===== src/rtl/fc_layer_seq_if.sv =====
// Stream bundle for the fully-connected neuron sequencer: the activation
// input stream and the result output stream. The producer/consumer side
// uses the master modport; the sequencer uses the slave modport.
interface fc_layer_seq_if #(
  parameter int WIDTH = 8,
  parameter int ZW    = 23
);
  logic             in_valid;
  logic             in_ready;
  logic [WIDTH-1:0] in_data;
  logic             in_last;
  logic             out_valid;
  logic             out_ready;
  logic [ZW-1:0]    out_data;

  modport master (
    output in_valid, in_data, in_last, out_ready,
    input  in_ready, out_valid, out_data
  );

  modport slave (
    input  in_valid, in_data, in_last, out_ready,
    output in_ready, out_valid, out_data
  );
endinterface


===== src/rtl/fc_layer_seq.sv =====
// Sequencer for one combinational fully-connected neuron.
// Collects an IN-element activation frame one beat at a time, holds it on
// layer_x while the neuron's adder tree settles (a multicycle path of SETTLE
// cycles), then captures layer_z into a result register that drains over a
// valid/ready stream. Loading the next frame overlaps draining the previous
// result; a finished frame waits in SETTLE until the result slot is free.
module fc_layer_seq #(
  parameter int WIDTH  = 8,
  parameter int IN     = 128,
  parameter int SETTLE = 4,
  localparam int ZW    = WIDTH*2 + $clog2(IN)
) (
  input  logic                    clk,
  input  logic                    rst_n,
  input  logic                    flush,
  fc_layer_seq_if.slave           bus,
  output logic signed [WIDTH-1:0] layer_x [0:IN-1],
  input  logic [ZW-1:0]           layer_z,
  output logic                    busy,
  output logic                    frame_err
);

  localparam int CW = $clog2(IN);
  localparam logic [CW-1:0] LAST_IDX    = CW'(IN - 1);
  localparam logic [3:0]    SETTLE_INIT = 4'(SETTLE - 1);

  typedef enum logic {
    ST_LOAD,
    ST_SETTLE
  } state_t;

  state_t        state;
  logic [CW-1:0] count;
  logic [3:0]    settle_cnt;
  logic          out_valid_q;
  logic [ZW-1:0] out_data_q;

  assign bus.out_valid = out_valid_q;
  assign bus.out_data  = out_data_q;
  assign bus.in_ready  = (state == ST_LOAD) && !flush;
  assign busy          = (state == ST_SETTLE) || (count != '0);

  // Frame loading, settle countdown, result capture and the output slot handshake.
  always_ff @(posedge clk or negedge rst_n) begin
    if (!rst_n) begin
      state       <= ST_LOAD;
      count       <= '0;
      settle_cnt  <= '0;
      out_valid_q <= 1'b0;
      out_data_q  <= '0;
      frame_err   <= 1'b0;
      for (int i = 0; i < IN; i++) begin
        layer_x[i] <= '0;
      end
    end else if (flush) begin
      state       <= ST_LOAD;
      count       <= '0;
      settle_cnt  <= '0;
      out_valid_q <= 1'b0;
      frame_err   <= 1'b0;
    end else begin
      if (out_valid_q && bus.out_ready) begin
        out_valid_q <= 1'b0;
      end
      case (state)
        ST_LOAD: begin
          if (bus.in_valid) begin
            layer_x[count] <= bus.in_data;
            if (bus.in_last || (count == LAST_IDX)) begin
              count      <= '0;
              settle_cnt <= SETTLE_INIT;
              state      <= ST_SETTLE;
              // Error when in_last arrives early or the frame fills without it.
              if (bus.in_last != (count == LAST_IDX)) begin
                frame_err <= 1'b1;
              end
              // A short frame leaves no stale activations in the tail.
              if (bus.in_last) begin
                for (int i = 0; i < IN; i++) begin
                  if (i > int'(count)) begin
                    layer_x[i] <= '0;
                  end
                end
              end
            end else begin
              count <= count + 1'b1;
            end
          end
        end
        ST_SETTLE: begin
          if (settle_cnt != '0) begin
            settle_cnt <= settle_cnt - 1'b1;
          end else if (!out_valid_q || bus.out_ready) begin
            out_data_q  <= layer_z;
            out_valid_q <= 1'b1;
            state       <= ST_LOAD;
          end
        end
        default: state <= ST_LOAD;
      endcase
    end
  end

endmodule


===== src/flat_wrapper.sv =====
// flat-port wrapper written by rule: the top's interface ports become plain ports
module fc_layer_seq_flat 
#(
  parameter int WIDTH  = 8,
  parameter int IN     = 128,
  parameter int SETTLE = 4,
  localparam int ZW    = WIDTH*2 + $clog2(IN)
)
  (clk, rst_n, flush, layer_x, layer_z, busy, frame_err, bus_in_valid, bus_in_data, bus_in_last, bus_out_ready, bus_in_ready, bus_out_valid, bus_out_data);
  fc_layer_seq_if #(.WIDTH(WIDTH), .ZW((WIDTH*2 + $clog2(IN)))) bus_i ();
  input  logic clk;
  input  logic rst_n;
  input  logic flush;
  output logic signed [WIDTH-1:0] layer_x[0:IN-1];
  input  logic [ZW-1:0] layer_z;
  output logic busy;
  output logic frame_err;
  input wire logic [$bits(bus_i.in_valid)-1:0] bus_in_valid;
  input wire logic [$bits(bus_i.in_data)-1:0] bus_in_data;
  input wire logic [$bits(bus_i.in_last)-1:0] bus_in_last;
  input wire logic [$bits(bus_i.out_ready)-1:0] bus_out_ready;
  output wire logic [$bits(bus_i.in_ready)-1:0] bus_in_ready;
  output wire logic [$bits(bus_i.out_valid)-1:0] bus_out_valid;
  output wire logic [$bits(bus_i.out_data)-1:0] bus_out_data;
  assign bus_i.in_valid = bus_in_valid;
  assign bus_i.in_data = bus_in_data;
  assign bus_i.in_last = bus_in_last;
  assign bus_i.out_ready = bus_out_ready;
  assign bus_in_ready = bus_i.in_ready;
  assign bus_out_valid = bus_i.out_valid;
  assign bus_out_data = bus_i.out_data;
  fc_layer_seq #(.WIDTH(WIDTH), .IN(IN), .SETTLE(SETTLE)) u_core (.clk(clk), .rst_n(rst_n), .flush(flush), .bus(bus_i), .layer_x(layer_x), .layer_z(layer_z), .busy(busy), .frame_err(frame_err));
endmodule

===== config.mk =====
export PLATFORM = sky130hd
export DESIGN_NAME = fc_layer_seq_flat
export DESIGN_NICKNAME = d
export VERILOG_FILES = /design/src/rtl/fc_layer_seq_if.sv /design/src/rtl/fc_layer_seq.sv /design/src/flat_wrapper.sv
export SDC_FILE = /design/constraint.sdc
export NUM_CORES = 2
export LEC_CHECK = 0
export ABC_CLOCK_PERIOD_IN_PS = 6500
export CAP_MARGIN = 30
export CORE_AREA = 2 2 421 423
export DETAILED_ROUTE_END_ITERATION = 6
export DIE_AREA = 0 0 423 425
export PLACE_DENSITY = 0.51
export SLEW_MARGIN = 20
export SYNTH_ARGS = -nofsm -noshare
export SYNTH_HDL_FRONTEND = slang
export SYNTH_SLANG_ARGS = --single-unit

===== constraint.sdc =====
create_clock -name clk -period 6.5 [get_ports clk]
set_input_delay 1.625 -clock clk [delete_from_list [all_inputs] [get_ports clk]]
set_output_delay 1.625 -clock clk [all_outputs]
set_load 0.02 [all_outputs]

==> reports/results.txt <==
Summed over all failing endpoints, the final setup total negative slack is 0 ns. The wire-length estimate of the detail-placed layout is 155 mm. The post-layout minimum cycle time works out to 5.17 ns.

Port buffer count: 1087. In this run the core area contains 154 standard-cell rows. Once layout is done, the placed cells without fillers occupy 64500 um^2.

In this run the biggest area consumer among cell types represents 57.6% of the synthesized area. The via count of the first global-routing pass was 35411; the total clock buffers created by CTS was 131. Hold-fix buffer count after cts: 0. The count of pins over their slew limit is 0.

Data arrives at the worst endpoint at 3.54 ns. The tools report the aggregate global routing overflow as 0. Registers take 26600 um^2.

Global routing consumed, over all layers together, 23.6% of the routing resources. The number of gates given a new drive strength after cts was 0; the pin count of the biggest net entering global routing was 166. The run gives 0 as the final hold violation count. The run gives 5041 as the net total in the final layout.

The area of the multi-input gates is 18500 um^2, and the worst clock skew is 0.0184 ns. The logs give 0.791 for the final RePlAce weighted congestion and 35392 for the overall via count from detail_route. TritonCTS built the clock tree. After detailed routing, the average wire length per cell comes to 29.3 um. The count of pins on the block boundary was 1088; the filler cell count in the final layout was 17443.

In this run the power density over the cells is 238 nW/um^2. After synthesis the cells add up to 46100 um^2. For the sequential element share of the synthesized area, the log shows 57.6%. For the initial antenna violation count, the log shows 6.

The number of nets in the synthesized netlist is 3952. The longest clock path from root to sink contains 3 buffers. For the worst setup path, the data required time is 4.88 ns. Hold timing on the final database bottoms out at a slack of 0.498 ns. Global-route wire length before repair: 299 mm. In this run the vertical extent of the chip is 425 um.

The later pin in the worst-skew pair is clocked with a latency of 0.78 ns. The signed area change from the synthesized netlist to the final layout works out to 39.9%. In this run the standard cell core region covers 175000 um^2.

The logs give 218 mm for the total length of routed wires and 25.5% for the worst slew margin relative to its limit. The tree is rooted in a sky130_fd_sc_hd__clkbuf_16. Yosys printed 0 warnings. At the pin with the least slew margin, the transition time is 1.12 ns. Setup violations remaining at the end of the flow were counted as 0. The first routing iteration left 2443 violations.

The worst-case IR drop observed on VDD is 273 uV. Measured along the x axis, the die boundary spans 423 um. The clock slew at the register clock pins of the worst setup and hold paths is 0.06 ns. The number of detailed-route iterations in the first pass is 5, and the initial cell density of the core is 26.3%. The kind of capture point of the worst setup path was a primary output.

The tools report the synthesized instance count as 3908. The worst setup path category was flip-flop to primary output. Share of post-route cells with drive strength above 1: 9.98%.

Post-layout utilization of the core: 36.8%. STA classifies the critical path startpoint as a flip-flop. Of all nets on the critical path, the largest fanout is 8.

The repair_antennas step left the layout with diodes totalling 0. After synthesis, the cell types taking the most area are sky130_fd_sc_hd__dfrtp_1, sky130_fd_sc_hd__mux2i_1, sky130_fd_sc_hd__nor2_1, sky130_fd_sc_hd__nand3_1, sky130_fd_sc_hd__clkbuf_1. Summing internal, switching and leakage power gives 15300 uW. Timing would allow up to 0.193 GHz. The static leakage was 0.0355 uW. The primary flip-flop cell chosen by synthesis mapping was sky130_fd_sc_hd__dfrtp_1. Max-cap violations in this run came to 0.

After synthesis, the share of flip-flops with an asynchronous set or reset is 100%. The share of the clock period used by the worst path after layout came out at 79.5%. Setup repair after global routing left no endpoint under its margin. Number of buffers inserted by post-CTS setup repair: 0. sky130_fd_sc_hd__dfrtp_1 takes more of the synthesized area than any other cell. Number of H-tree levels: 4. The placed instances occupy a cell area of 60000 um^2.

The die footprint is 180000 um^2. Once detail routing completed, the nets flagged for antenna violations numbered 0. The tools report the remaining design rule violation count as 0.

Counting distinct cell types in the post-synthesis netlist gives 85. CTS saw 1061 sinks. Using the TritonRoute via totals, the vias-per-cell ratio works out to 4.76.

The path class of the tightest hold or removal check is flip-flop to flip-flop. In this run, synthesis inferred 0 flip-flops with an integrated enable. The total of flip-flops plus latches after synthesis works out to 1061. The average instance in the mapped netlist occupies 11.8 um^2. The flow ran to the end, and the final reports show no timing, DRC or antenna violations.
report_power, final:
| group | total [uW] | internal (uW) | switching, uW | leakage [uW] |
|---|---|---|---|---|
| combinational | 1030 | 327 | 707 | 0.0186 |
| clock | 7540 | 4530 | 3010 | 0.00216 |
| sequential | 6770 | 6700 | 62.7 | 0.0147 |
| total | 15300 | 11600 | 3780 | 0.0355 |
worst paths after layout:
check	from	slack (ns)	cells after the start	endpoint
setup / recovery	u_core.count[0]	1.33	6	busy
hold / removal	u_core.settle_cnt[0]	0.50	1	u_core.settle_cnt[0]
setup reg to reg	u_core.count[6]	1.64	7	u_core.layer_x[682]
hold reg to reg	u_core.settle_cnt[0]	0.50	1	u_core.settle_cnt[0]
max in group asynchronous	rst_n	4.21	2	u_core.layer_x[681]
min in group asynchronous	rst_n	0.80	1	u_core.layer_x[39]
registers in the layout, indices dropped and copies added (netlist names):
register              cells
u_core.bus.out_data      23
u_core.count              7
u_core.state              1
u_core.settle_cnt         4
u_core.layer_x         1024
u_core.bus.out_valid      1
u_core.frame_err          1
synthesized netlist by cell type (7+ instances only):
| cell type | n |
|---|---|
| sky130_fd_sc_hd__buf_4 | 16 |
| sky130_fd_sc_hd__nor2b_1 | 11 |
| sky130_fd_sc_hd__a221oi_2 | 9 |
| sky130_fd_sc_hd__mux2i_1 | 1009 |
| sky130_fd_sc_hd__inv_1 | 14 |
| sky130_fd_sc_hd__nor3_1 | 7 |
| sky130_fd_sc_hd__nand3b_1 | 8 |
| sky130_fd_sc_hd__buf_2 | 69 |
| sky130_fd_sc_hd__buf_6 | 10 |
| sky130_fd_sc_hd__a21oi_1 | 60 |
| sky130_fd_sc_hd__nor4bb_1 | 7 |
| sky130_fd_sc_hd__nor2_4 | 9 |
| sky130_fd_sc_hd__mux2_2 | 31 |
| sky130_fd_sc_hd__ha_1 | 7 |
| sky130_fd_sc_hd__o21a_1 | 9 |
| sky130_fd_sc_hd__nor2_1 | 1046 |
| sky130_fd_sc_hd__nand2b_1 | 10 |
| sky130_fd_sc_hd__a21oi_4 | 10 |
| sky130_fd_sc_hd__o21ai_0 | 10 |
| sky130_fd_sc_hd__nand3_2 | 19 |
| sky130_fd_sc_hd__a211oi_2 | 12 |
| sky130_fd_sc_hd__dfrtp_1 | 1061 |
| sky130_fd_sc_hd__and3_1 | 18 |
| sky130_fd_sc_hd__nand2_1 | 42 |
| sky130_fd_sc_hd__a21oi_2 | 9 |
| sky130_fd_sc_hd__clkbuf_1 | 142 |
| sky130_fd_sc_hd__nand3_1 | 111 |
cells in the final DEF, fill, tap and decap left out, types with 14 or more instances in the layout:
cell,instances
sky130_fd_sc_hd__clkdlybuf4s50_1,1078
sky130_fd_sc_hd__dfrtp_1,1054
sky130_fd_sc_hd__nor2_1,1046
sky130_fd_sc_hd__mux2i_1,1009
sky130_fd_sc_hd__clkbuf_16,137
sky130_fd_sc_hd__nand3_1,111
sky130_fd_sc_hd__buf_4,88
sky130_fd_sc_hd__a21oi_1,59
sky130_fd_sc_hd__nand2_1,42
sky130_fd_sc_hd__mux2_2,31
sky130_fd_sc_hd__clkbuf_8,25
sky130_fd_sc_hd__clkbuf_1,22
sky130_fd_sc_hd__nand3_2,19
sky130_fd_sc_hd__and3_1,17
sky130_fd_sc_hd__clkinv_2,15
sky130_fd_sc_hd__buf_12,15
sky130_fd_sc_hd__inv_1,14
critical path: stages, from the launching register on:
cell	delay [ns]
sky130_fd_sc_hd__dfrtp_2	0.39
sky130_fd_sc_hd__inv_1	0.37
sky130_fd_sc_hd__ha_1	0.62
sky130_fd_sc_hd__nand2b_1	0.34
sky130_fd_sc_hd__nor2_1	0.23
sky130_fd_sc_hd__nand3b_1	0.10
sky130_fd_sc_hd__clkdlybuf4s50_1	0.69
stage by stage:
step,std cells,worst slack (ns)
finish,7429,1.33
CTS,7424,1.26
global placement,7183,1.45
detailed placement,7199,1.47
global route,7429,1.16
floorplan,3908,2.59
metal layers:
| layer | wire (um) | up-vias | track usage, % |
|---|---|---|---|
| li1 | - | 15576 | - |
| met1 | 88300 | 18310 | 28.7 |
| met2 | 108000 | 1196 | 40.1 |
| met3 | 11900 | 310 | 5.27 |
| met4 | 9910 | 0 | 10.1 |
| met5 | 0 | - | 0 |
cell type report:
| type | instances | area share, % |
|---|---|---|
| sequential | 1061 | 41.2 |
| multi-input combinational | 2591 | 28.8 |
| timing repair buffer | 1198 | 18.6 |
| clock buffer | 184 | 5.98 |
| tap | 2340 | 4.54 |
| clock inverter | 41 | 0.854 |
| inverter | 14 | 0.0815 |
logic make-up (layout without fill, tap and decap cells):
family,Yosys count,in the layout,synth area share (%)
simple gates,1364,1364,13.3
compound gates,180,180,3.70
fa+ha+maj,7,7,0.190
mux,1040,1040,22.7
buf+inv,256,1437,2.56
flops,1061,1061,57.6
(Power assumes the default switching activity.)
